<file path="config.mk">
export PLATFORM = sky130hd
export DESIGN_NAME = mem_port_arbiter_flat
export DESIGN_NICKNAME = d
export VERILOG_FILES = /design/src/rtl/mem_port_arbiter_pkg.sv /design/src/rtl/mem_port_arbiter_if.sv /design/src/rtl/mem_port_arbiter.sv /design/src/flat_wrapper.sv
export SDC_FILE = /design/constraint.sdc
export NUM_CORES = 1
export LEC_CHECK = 0
export ABC_CLOCK_PERIOD_IN_PS = 4550
export CORE_MARGIN = 2
export CORE_UTILIZATION = 48
export DETAILED_ROUTE_END_ITERATION = 8
export GPL_ROUTABILITY_DRIVEN = 0
export GPL_TIMING_DRIVEN = 0
export PLACE_DENSITY_LB_ADDON = 0.1
export SYNTH_ARGS = -nofsm -noshare
export SYNTH_HDL_FRONTEND = slang
export SYNTH_SLANG_ARGS = --single-unit
</file>
<file path="constraint.sdc">
create_clock -name clk -period 4.55 [get_ports clk]
set_clock_uncertainty 0.1 [all_clocks]
set_input_delay 0.91 -clock clk [delete_from_list [all_inputs] [get_ports clk]]
set_output_delay 0.91 -clock clk [all_outputs]
set_load 0.02 [all_outputs]
</file>
<file path="src/rtl/mem_port_arbiter_pkg.sv">
// Shared types for the unified-memory port arbiter: FSM states, access owner,
// and the saturating starvation-counter helper.
package klp32_pkg;

    typedef enum logic [1:0] {
        IDLE = 2'd0,
        BUSY = 2'd1,
        RESP = 2'd2
    } arb_state_t;

    typedef enum logic [1:0] {
        OWN_NONE = 2'd0,
        OWN_IF   = 2'd1,
        OWN_DM   = 2'd2
    } arb_owner_t;

    localparam logic [3:0] BE_WORD = 4'hF;

    function automatic logic [3:0] sat_inc4(input logic [3:0] cnt, input logic [3:0] lim);
        return (cnt >= lim) ? lim : cnt + 4'd1;
    endfunction

endpackage

</file>
<file path="src/rtl/mem_port_arbiter_if.sv">
// Bundle of fetch, data and memory-side signals around the arbiter.
// slave = arbiter view, master = requester/memory environment view.
interface mem_port_arbiter_if;

    logic        i_if_req;
    logic [31:0] i_if_addr;
    logic        o_if_gnt;
    logic        o_if_rvalid;
    logic [31:0] o_if_rdata;

    logic        i_dm_req;
    logic        i_dm_we;
    logic [31:0] i_dm_addr;
    logic [31:0] i_dm_wdata;
    logic [3:0]  i_dm_be;
    logic        o_dm_gnt;
    logic        o_dm_rvalid;
    logic [31:0] o_dm_rdata;

    logic        o_mem_req;
    logic        o_mem_we;
    logic [31:0] o_mem_addr;
    logic [31:0] o_mem_wdata;
    logic [3:0]  o_mem_be;
    logic        i_mem_ack;
    logic [31:0] i_mem_rdata;

    logic        o_mem_rdy;
    logic        o_bus_err;

    modport slave (
        input  i_if_req, i_if_addr,
        output o_if_gnt, o_if_rvalid, o_if_rdata,
        input  i_dm_req, i_dm_we, i_dm_addr, i_dm_wdata, i_dm_be,
        output o_dm_gnt, o_dm_rvalid, o_dm_rdata,
        output o_mem_req, o_mem_we, o_mem_addr, o_mem_wdata, o_mem_be,
        input  i_mem_ack, i_mem_rdata,
        output o_mem_rdy, o_bus_err
    );

    modport master (
        output i_if_req, i_if_addr,
        input  o_if_gnt, o_if_rvalid, o_if_rdata,
        output i_dm_req, i_dm_we, i_dm_addr, i_dm_wdata, i_dm_be,
        input  o_dm_gnt, o_dm_rvalid, o_dm_rdata,
        input  o_mem_req, o_mem_we, o_mem_addr, o_mem_wdata, o_mem_be,
        output i_mem_ack, i_mem_rdata,
        input  o_mem_rdy, o_bus_err
    );

endinterface

</file>
<file path="src/rtl/mem_port_arbiter.sv">
// Arbitrates fetch and data requesters onto one single-port memory, with
// fetch anti-starvation, access timeout and a pipeline stall signal.
module mem_port_arbiter
    import klp32_pkg::*;
#(
    parameter int unsigned STARVE_LIMIT   = 4,
    parameter int unsigned TIMEOUT_CYCLES = 64,
    parameter logic [31:0] BUS_ERR_DATA   = 32'h0000_0000
) (
    input  logic               clk,
    input  logic               reset_n,
    mem_port_arbiter_if.slave  bus
);

    localparam logic [3:0] STARVE_MAX = 4'(STARVE_LIMIT);
    localparam logic [7:0] TO_LAST    = 8'(TIMEOUT_CYCLES - 1);

    arb_state_t  r_state;
    arb_state_t  w_state_nxt;
    arb_owner_t  r_owner;
    logic [3:0]  r_starve_cnt;
    logic [7:0]  r_timeout_cnt;
    logic [31:0] r_addr;
    logic [31:0] r_wdata;
    logic        r_we;
    logic [3:0]  r_be;
    logic [31:0] r_if_rdata;
    logic [31:0] r_dm_rdata;
    logic        r_timed_out;

    logic        w_if_gnt;
    logic        w_dm_gnt;
    logic        w_timeout_hit;

    always_ff @(posedge clk or negedge reset_n) begin
        if (!reset_n) r_state <= IDLE;
        else          r_state <= w_state_nxt;
    end

    // Grants are gated by reset so no handshake can complete while the block is held in reset.
    always_comb begin
        w_state_nxt   = r_state;
        w_if_gnt      = 1'b0;
        w_dm_gnt      = 1'b0;
        w_timeout_hit = 1'b0;
        case (r_state)
            IDLE: begin
                if (reset_n) begin
                    if (bus.i_dm_req && (!bus.i_if_req || (r_starve_cnt < STARVE_MAX)))
                        w_dm_gnt = 1'b1;
                    else if (bus.i_if_req)
                        w_if_gnt = 1'b1;
                end
                if (w_if_gnt || w_dm_gnt) w_state_nxt = BUSY;
            end
            BUSY: begin
                w_timeout_hit = !bus.i_mem_ack && (r_timeout_cnt == TO_LAST);
                if (bus.i_mem_ack || w_timeout_hit) w_state_nxt = RESP;
            end
            RESP:    w_state_nxt = IDLE;
            default: w_state_nxt = IDLE;
        endcase
    end

    always_ff @(posedge clk or negedge reset_n) begin
        if (!reset_n) begin
            r_owner <= OWN_NONE;
            r_addr  <= '0;
            r_wdata <= '0;
            r_we    <= 1'b0;
            r_be    <= '0;
        end else if (w_dm_gnt) begin
            r_owner <= OWN_DM;
            r_addr  <= bus.i_dm_addr;
            r_wdata <= bus.i_dm_wdata;
            r_we    <= bus.i_dm_we;
            r_be    <= bus.i_dm_be;
        end else if (w_if_gnt) begin
            r_owner <= OWN_IF;
            r_addr  <= bus.i_if_addr;
            r_wdata <= '0;
            r_we    <= 1'b0;
            r_be    <= BE_WORD;
        end else if (r_state == RESP) begin
            r_owner <= OWN_NONE;
        end
    end

    always_ff @(posedge clk or negedge reset_n) begin
        if (!reset_n) begin
            r_starve_cnt  <= '0;
            r_timeout_cnt <= '0;
        end else begin
            if (w_if_gnt)
                r_starve_cnt <= '0;
            else if (w_dm_gnt && bus.i_if_req)
                r_starve_cnt <= sat_inc4(r_starve_cnt, STARVE_MAX);
            r_timeout_cnt <= (r_state == BUSY) ? r_timeout_cnt + 8'd1 : 8'd0;
        end
    end

    // Stores never overwrite load data; an aborted access returns the error pattern to its owner.
    always_ff @(posedge clk or negedge reset_n) begin
        if (!reset_n) begin
            r_if_rdata  <= '0;
            r_dm_rdata  <= '0;
            r_timed_out <= 1'b0;
        end else if (r_state == BUSY) begin
            if (bus.i_mem_ack) begin
                if (r_owner == OWN_IF)     r_if_rdata <= bus.i_mem_rdata;
                else if (!r_we)            r_dm_rdata <= bus.i_mem_rdata;
            end else if (w_timeout_hit) begin
                r_timed_out <= 1'b1;
                if (r_owner == OWN_IF)     r_if_rdata <= BUS_ERR_DATA;
                else                       r_dm_rdata <= BUS_ERR_DATA;
            end
        end else if (r_state == RESP) begin
            r_timed_out <= 1'b0;
        end
    end

    assign bus.o_if_gnt    = w_if_gnt;
    assign bus.o_dm_gnt    = w_dm_gnt;
    assign bus.o_if_rvalid = (r_state == RESP) && (r_owner == OWN_IF);
    assign bus.o_dm_rvalid = (r_state == RESP) && (r_owner == OWN_DM);
    assign bus.o_if_rdata  = r_if_rdata;
    assign bus.o_dm_rdata  = r_dm_rdata;
    assign bus.o_bus_err   = (r_state == RESP) && r_timed_out;

    assign bus.o_mem_req   = (r_state == BUSY);
    assign bus.o_mem_we    = r_we;
    assign bus.o_mem_addr  = r_addr;
    assign bus.o_mem_wdata = r_wdata;
    assign bus.o_mem_be    = r_be;

    // The DM response cycle itself does not stall, so the pipeline advances alongside o_dm_rvalid.
    assign bus.o_mem_rdy   = !reset_n ||
                             !((bus.i_dm_req && !w_dm_gnt) ||
                               ((r_owner == OWN_DM) && (r_state == BUSY)));

endmodule

</file>
<file path="src/flat_wrapper.sv">
// flat-port wrapper written by rule: the top's interface ports become plain ports
module mem_port_arbiter_flat import klp32_pkg::*;
#(
    parameter int unsigned STARVE_LIMIT   = 4,
    parameter int unsigned TIMEOUT_CYCLES = 64,
    parameter logic [31:0] BUS_ERR_DATA   = 32'h0000_0000
)
  (clk, reset_n, bus_i_if_req, bus_i_if_addr, bus_o_if_gnt, bus_o_if_rvalid, bus_o_if_rdata, bus_i_dm_req, bus_i_dm_we, bus_i_dm_addr, bus_i_dm_wdata, bus_i_dm_be, bus_o_dm_gnt, bus_o_dm_rvalid, bus_o_dm_rdata, bus_o_mem_req, bus_o_mem_we, bus_o_mem_addr, bus_o_mem_wdata, bus_o_mem_be, bus_i_mem_ack, bus_i_mem_rdata, bus_o_mem_rdy, bus_o_bus_err);
  mem_port_arbiter_if bus_i ();
  input  logic clk;
  input  logic reset_n;
  input wire logic [$bits(bus_i.i_if_req)-1:0] bus_i_if_req;
  input wire logic [$bits(bus_i.i_if_addr)-1:0] bus_i_if_addr;
  output wire logic [$bits(bus_i.o_if_gnt)-1:0] bus_o_if_gnt;
  output wire logic [$bits(bus_i.o_if_rvalid)-1:0] bus_o_if_rvalid;
  output wire logic [$bits(bus_i.o_if_rdata)-1:0] bus_o_if_rdata;
  input wire logic [$bits(bus_i.i_dm_req)-1:0] bus_i_dm_req;
  input wire logic [$bits(bus_i.i_dm_we)-1:0] bus_i_dm_we;
  input wire logic [$bits(bus_i.i_dm_addr)-1:0] bus_i_dm_addr;
  input wire logic [$bits(bus_i.i_dm_wdata)-1:0] bus_i_dm_wdata;
  input wire logic [$bits(bus_i.i_dm_be)-1:0] bus_i_dm_be;
  output wire logic [$bits(bus_i.o_dm_gnt)-1:0] bus_o_dm_gnt;
  output wire logic [$bits(bus_i.o_dm_rvalid)-1:0] bus_o_dm_rvalid;
  output wire logic [$bits(bus_i.o_dm_rdata)-1:0] bus_o_dm_rdata;
  output wire logic [$bits(bus_i.o_mem_req)-1:0] bus_o_mem_req;
  output wire logic [$bits(bus_i.o_mem_we)-1:0] bus_o_mem_we;
  output wire logic [$bits(bus_i.o_mem_addr)-1:0] bus_o_mem_addr;
  output wire logic [$bits(bus_i.o_mem_wdata)-1:0] bus_o_mem_wdata;
  output wire logic [$bits(bus_i.o_mem_be)-1:0] bus_o_mem_be;
  input wire logic [$bits(bus_i.i_mem_ack)-1:0] bus_i_mem_ack;
  input wire logic [$bits(bus_i.i_mem_rdata)-1:0] bus_i_mem_rdata;
  output wire logic [$bits(bus_i.o_mem_rdy)-1:0] bus_o_mem_rdy;
  output wire logic [$bits(bus_i.o_bus_err)-1:0] bus_o_bus_err;
  assign bus_i.i_if_req = bus_i_if_req;
  assign bus_i.i_if_addr = bus_i_if_addr;
  assign bus_o_if_gnt = bus_i.o_if_gnt;
  assign bus_o_if_rvalid = bus_i.o_if_rvalid;
  assign bus_o_if_rdata = bus_i.o_if_rdata;
  assign bus_i.i_dm_req = bus_i_dm_req;
  assign bus_i.i_dm_we = bus_i_dm_we;
  assign bus_i.i_dm_addr = bus_i_dm_addr;
  assign bus_i.i_dm_wdata = bus_i_dm_wdata;
  assign bus_i.i_dm_be = bus_i_dm_be;
  assign bus_o_dm_gnt = bus_i.o_dm_gnt;
  assign bus_o_dm_rvalid = bus_i.o_dm_rvalid;
  assign bus_o_dm_rdata = bus_i.o_dm_rdata;
  assign bus_o_mem_req = bus_i.o_mem_req;
  assign bus_o_mem_we = bus_i.o_mem_we;
  assign bus_o_mem_addr = bus_i.o_mem_addr;
  assign bus_o_mem_wdata = bus_i.o_mem_wdata;
  assign bus_o_mem_be = bus_i.o_mem_be;
  assign bus_i.i_mem_ack = bus_i_mem_ack;
  assign bus_i.i_mem_rdata = bus_i_mem_rdata;
  assign bus_o_mem_rdy = bus_i.o_mem_rdy;
  assign bus_o_bus_err = bus_i.o_bus_err;
  mem_port_arbiter #(.STARVE_LIMIT(STARVE_LIMIT), .TIMEOUT_CYCLES(TIMEOUT_CYCLES), .BUS_ERR_DATA(BUS_ERR_DATA)) u_core (.clk(clk), .reset_n(reset_n), .bus(bus_i));
endmodule
</file>
==> Word-level counts from Yosys, hierarchy flattened <==
Index checks and enable logic that the tools add are counted.
{ "classes": {"addsub": 2, "magnitude_cmp": 2, "eq_ne": 10, "mux": 41, "n_bitwise": 1, "n_reduce_logical": 28} }
{ "op_table": {"columns": ["op", "n"], "rows": [
  ["2-to-1 mux 32 bit", 13],
  ["2-to-1 mux 4 bit", 5],
  ["2-to-1 mux 1 bit", 16],
  ["2-to-1 mux 2 bit", 5],
  ["adder 8 x 1 -> 8 bit (second input constant)", 1],
  ["== test 8 x 6 -> 1 bit (second input constant)", 1],
  ["logical AND 1 bit", 8],
  ["2-to-1 mux 8 bit", 1],
  ["nonzero test 2 bit", 4],
  ["inequality test 2 x 1 -> 1 bit (second input constant)", 3],
  ["AND reduction 3 bit", 2],
  ["logical NOT 1 bit", 5],
  ["logical OR 1 bit", 5],
  ["adder 4 x 1 -> 4 bit (second input constant)", 1],
  ["== test 2 x 1 -> 1 bit (second input constant)", 2],
  ["== test 2 bit (second input constant)", 2],
  [">= comparator 4 x 3 -> 1 bit (second input constant)", 1],
  ["< comparator 4 x 3 -> 1 bit (second input constant)", 1],
  ["inequality test 2 bit (second input constant)", 2],
  ["case mux 2 bit (2 select lines)", 1],
  ["AND reduction 4 bit", 1],
  ["nonzero test 3 bit", 1],
  ["logical NOT 2 bit", 1],
  ["AND reduction 2 bit", 1],
  ["inverter 1 bit", 1]
]} }
{ "totals": {"reg_bits": 150, "in_bits": 138, "word_cells": 95} }

==> Logic depth before layout (Yosys ltp) <==
Gate-level depths: netlist (run 1).
{ "logic_depth": {"ltp_word": 12, "depth_mapped": 6, "ltp_nobuf": 4} }

==> Worst setup path before layout (run 1) <==
OpenSTA, ideal clock, no wires.
{ "synth_path": {"kind": "input port to output port", "startpoint": "in reset_n", "endpoint": "out bus_o_mem_rdy", "t_arrival_ps": 1699, "t_required_ps": 3540, "path_slack_ps": 1841, "cell_stages": 3, "path_buffers": 0, "path_cell_list": "nor3b_2 -> a21oi_1 -> o21ai_0"} }
{ "synth_via": {"elab_chain_len": 8} }
{ "synth_rtl": {"columns": ["element", "line_no", "source"], "rows": [
  ["start, declared", "flat_wrapper.sv:11", "input logic reset_n;"],
  ["2-to-1 mux 1 bit", "mem_port_arbiter.sv:48", "if (reset_n) begin"],
  ["2-to-1 mux 1 bit (2 in series)", "mem_port_arbiter.sv:46", "case (r_state)"],
  ["logical NOT 1 bit", "mem_port_arbiter.sv:138", "!((bus.i_dm_req && !w_dm_gnt) ||"],
  ["logical AND 1 bit", "mem_port_arbiter.sv:138", null],
  ["logical OR 1 bit", "mem_port_arbiter.sv:138", null],
  ["logical NOT 1 bit", "mem_port_arbiter.sv:138", null],
  ["logical OR 1 bit *", "mem_port_arbiter.sv:137", "assign bus.o_mem_rdy = !reset_n ||"],
  ["end, declared", "flat_wrapper.sv:32", "output wire logic [$bits(bus_i.o_mem_rdy)-1:0] bus_o_mem_rdy;"]
]} }
Every way passes the cells marked *; elsewhere a longest branch is shown, timed or not. The select of a mux whose other input is x is not followed.

==> Worst setup path after layout (run 1) <==
{ "layout_path": {"startpoint": "in reset_n", "endpoint": "out bus_o_dm_gnt"} }
{ "layout_via": {"elab_chain_len": 3} }
{ "layout_rtl": {"columns": ["element", "line_no", "source"], "rows": [
  ["2-to-1 mux 1 bit", "mem_port_arbiter.sv:48", null],
  ["2-to-1 mux 1 bit (2 in series)", "mem_port_arbiter.sv:46", null],
  ["end, declared", "flat_wrapper.sv:22", "output wire logic [$bits(bus_i.o_dm_gnt)-1:0] bus_o_dm_gnt;"]
]} }
Every way passes these cells. The select of a mux whose other input is x is not followed.

==> results by group, run 1 <==
Timing
  • Final Setup Violations: 0
  • Min Tclk post-route: roughly 4.2 ns
  • Worst-margin pin slew: between 0.7 and 0.8 ns
  • Period utilization: roughly nine tenths
  • RSZ-0062 raised after global routing: false
  • Slew Limit Headroom: around 52%
  • Final hold violation count: 0
  • Final Hold Slack: 0.290 ns
  • Setup ws final: 0.373 ns
  • FMAX: about 240 MHz
  • Fin Setup TNS: 0 ns
  • Count of pins over their slew limit: 0

Die
  • Initial core utilization: 48.7%
  • I/O pin cnt: approximately 280
  • Die width: 128 um
  • DIE HEIGHT: 128 um
  • Core box area: between 0.015 and 0.02 mm^2
  • Core Rows: 45
  • Full die area: around 0.016 mm^2

Yosys
  • Top-area cell type share of the netlist area: between 50% and 60%
  • Sequential fraction of the synthesis area: approximately half
  • Post-synth cell types: 46
  • Mapped cell area: about 0.0073 mm^2
  • Main combinational cell family by area after synthesis: compound AO/OA/AOI/OAI gates
  • Post-synthesis mux area share: 0%
  • Xor and xnor fraction of the mapped netlist area: 0.359%
  • Count leader, synth: dfrtp_1
  • Top post-synthesis cells by count: dfrtp_1, o211ai_1, o21ai_0
  • Largest cells by area after synthesis: dfrtp_1, o211ai_1, o21ai_0
  • Top_reg_cell synth: dfrtp_1
  • Mapped Nets: 824
  • Ys Warns: 0
  • Largest area contributor in the netlist: dfrtp_1
  • Synthesized area per cell: 10.7 um^2
  • Post-synthesis compound-gate area fraction: between 30 and 40%
  • Synth Instances: 684
  • Synth Area in Simple Gates: between 8 and 9%
  • Register bit count reported by yosys: 150
  • Post-synthesis adder-cell area fraction: less than 1%
  • Ys async rst share: 100%
  • EDFF count, synth: 0

Placement
  • HPWL Detailed: between 15000 and 20000 um
  • Buffers on Ports: 275
  • Dpl ws: -0.114 ns
  • DP Area: 0.0103 mm^2
  • Placed insts: between 1000 and 1500

CTS
  • TritonCTS buffer count: 17
  • H-tree Lvls: 4
  • TritonCTS clock tree: done
  • Post-cts hold buffer count: 0
  • Clk sinks: 150
  • Post-CTS Setup Bufs: 0
  • Worst-path clk slew: 0.06 ns
  • Maximum root-to-sink buffer count: 2
  • Clk Latency, worst-skew pair: roughly 0.43 ns
  • Root buf cell: clkbuf_16

Critical path
  • CP Launch Type: input port
  • Maximum fanout along the worst path: 80
  • Crit Path Class: input port to output port
  • Worst EP arrival: ~3.2 ns
  • CP required: 3.54 ns
  • Crit. End Element: output port
  • R2r setup slk: 2.58 ns

Power
  • Leak: 4.39 nW
  • Maximum vdd drop: ~0.00031 V
  • Pwr/cell area: between 500 and 600 mW/mm^2
  • Pwr Total: slightly below 6 mW

Job
  • Max-cap violation count: 0

Global route
  • Grt ovf: 0
  • Wire length of the first global-routing pass: between 30000 and 40000 um
  • Largest net degree at the start of global routing: 80
  • GRT Overall Usage: roughly 28%
  • Vias in the first global route: just over 7000
  • Initial antenna violation count: 0

Routing
  • Drt pass-1 iters: 6
  • Final WL: about 23000 um
  • Antenna Nets Post-Route: 0
  • Mean routed wirelength per cell: 19.5 um
  • Post-DR vias/cell: between 5 and 6
  • Residual DRC: 0
  • Initial DRC count: 550
  • Via count: roughly 7000

Layout
  • Final core utilization: 73.1%
  • Layout area overhead: 49.9%
  • # fillers: ~1100
  • Final #Nets: ~1100
  • Layout cells sized above 1: a little over a tenth
  • Final Non-Filler Cells: 1181
  • ANT cells: 0
  • Post-Layout Inst Area: ~0.011 mm^2

Hold path
  • HP Class: input port to asynchronous set/reset pin

Outcome
  • Run status: finished, final reports clean
## metal layers
layer  track usage [%]  wire [um]
met1              35.0       9310
met2              46.9      11200
met5                 0          0
met3              8.88       1850
met4              10.4        622
## worst max-delay path: stages
cell	delay [ns]
buf_12	0.33
buf_16	0.26
nor3b_2	0.28
nand3_2	0.28
inv_2	0.22
buf_4	0.22
clkdlybuf4s50_1	0.63
## layout make-up
type / instances / area [um^2] / area share [%]
Inverter: 40 / 150 / 1.37
Buffer: 73 / 373 / 3.39
Clock inverter: 12 / 151 / 1.38
Clock buffer: 20 / 457 / 4.16
Multi-Input combinational cell: 421 / 3050 / 27.8
Sequential cell: 150 / 3750 / 34.2
Tap cell: 188 / 235 / 2.14
Timing Repair Buffer: 277 / 2820 / 25.6
## timing repair
action / 4_1_cts / 5_1_grt
setup endpoints to repair: 1 / 1
resized for setup: 2 / 0
hold endpoints to repair: 0 / 0
cloned: 0 / 1
## sequential cells by signal, summed over array words and instances (netlist names)
register and flops:
u_core.bus.o_dm_rdata 32, u_core.bus.o_if_rdata 32, u_core.bus.o_mem_addr 32, u_core.bus.o_mem_wdata 32
u_core.r_timeout_cnt 8, u_core.bus.o_mem_be 4, u_core.r_starve_cnt 4, u_core.r_owner 2
u_core.r_state 2, u_core.bus.o_mem_we 1, u_core.r_timed_out 1
## placed cells by master (no fill, tap or decap), types with 3 or more instances in the layout
cell type,n
o221a_1,3
o211ai_2,5
buf_6,9
nand3_1,37
o21bai_1,32
a32oi_1,31
nor2b_1,33
clkbuf_16,18
buf_2,22
o22a_1,4
a21oi_1,4
clkdlybuf4s50_1,274
dfrtp_1,150
o21ai_0,70
clkinv_2,4
nand2_1,4
inv_2,3
inv_1,37
nand2b_1,4
o221a_2,29
bufinv_16,3
clkbuf_1,40
o211ai_1,89
nor2_1,11
and2_1,3
a22o_1,33
## kinds of logic (layout without fill, tap and decap cells)
family,Yosys count,after routing
compound gates,312,312
xor+xnor,3,3
buf+inv,113,422
fa+ha+maj,2,2
simple gates,104,104
flops,150,150
## path summary, 6_finish.rpt
path,from,endpoint,cells past startpoint
setup / recovery,reset_n,bus_o_dm_gnt,7
hold / removal,reset_n,u_core.bus.o_if_rdata[23],1
setup reg to reg,u_core.r_timeout_cnt[0],u_core.bus.o_dm_rdata[28],5
hold reg to reg,u_core.r_timeout_cnt[0],u_core.r_timeout_cnt[0],1
max in group asynchronous,reset_n,u_core.bus.o_mem_addr[31],2
min in group clk,u_core.r_timeout_cnt[0],u_core.r_timeout_cnt[0],1
## power breakdown
part / switching [mW] / internal (mW)
clock network: 0.575 / 0.891
logic: 1.22 / 1.17
registers: 0.297 / 1.70
total: 2.09 / 3.77
Note: power is estimated with default switching activity, not from simulation.
==> run 2: changes to the inputs <==
CTS_CLUSTER_DIAMETER = 50   (was unset)
TNS_END_PERCENT = 5   (was unset)
==> results of run 2 <==
No change in the layout: final DEF, timing and power equal those of run 1.
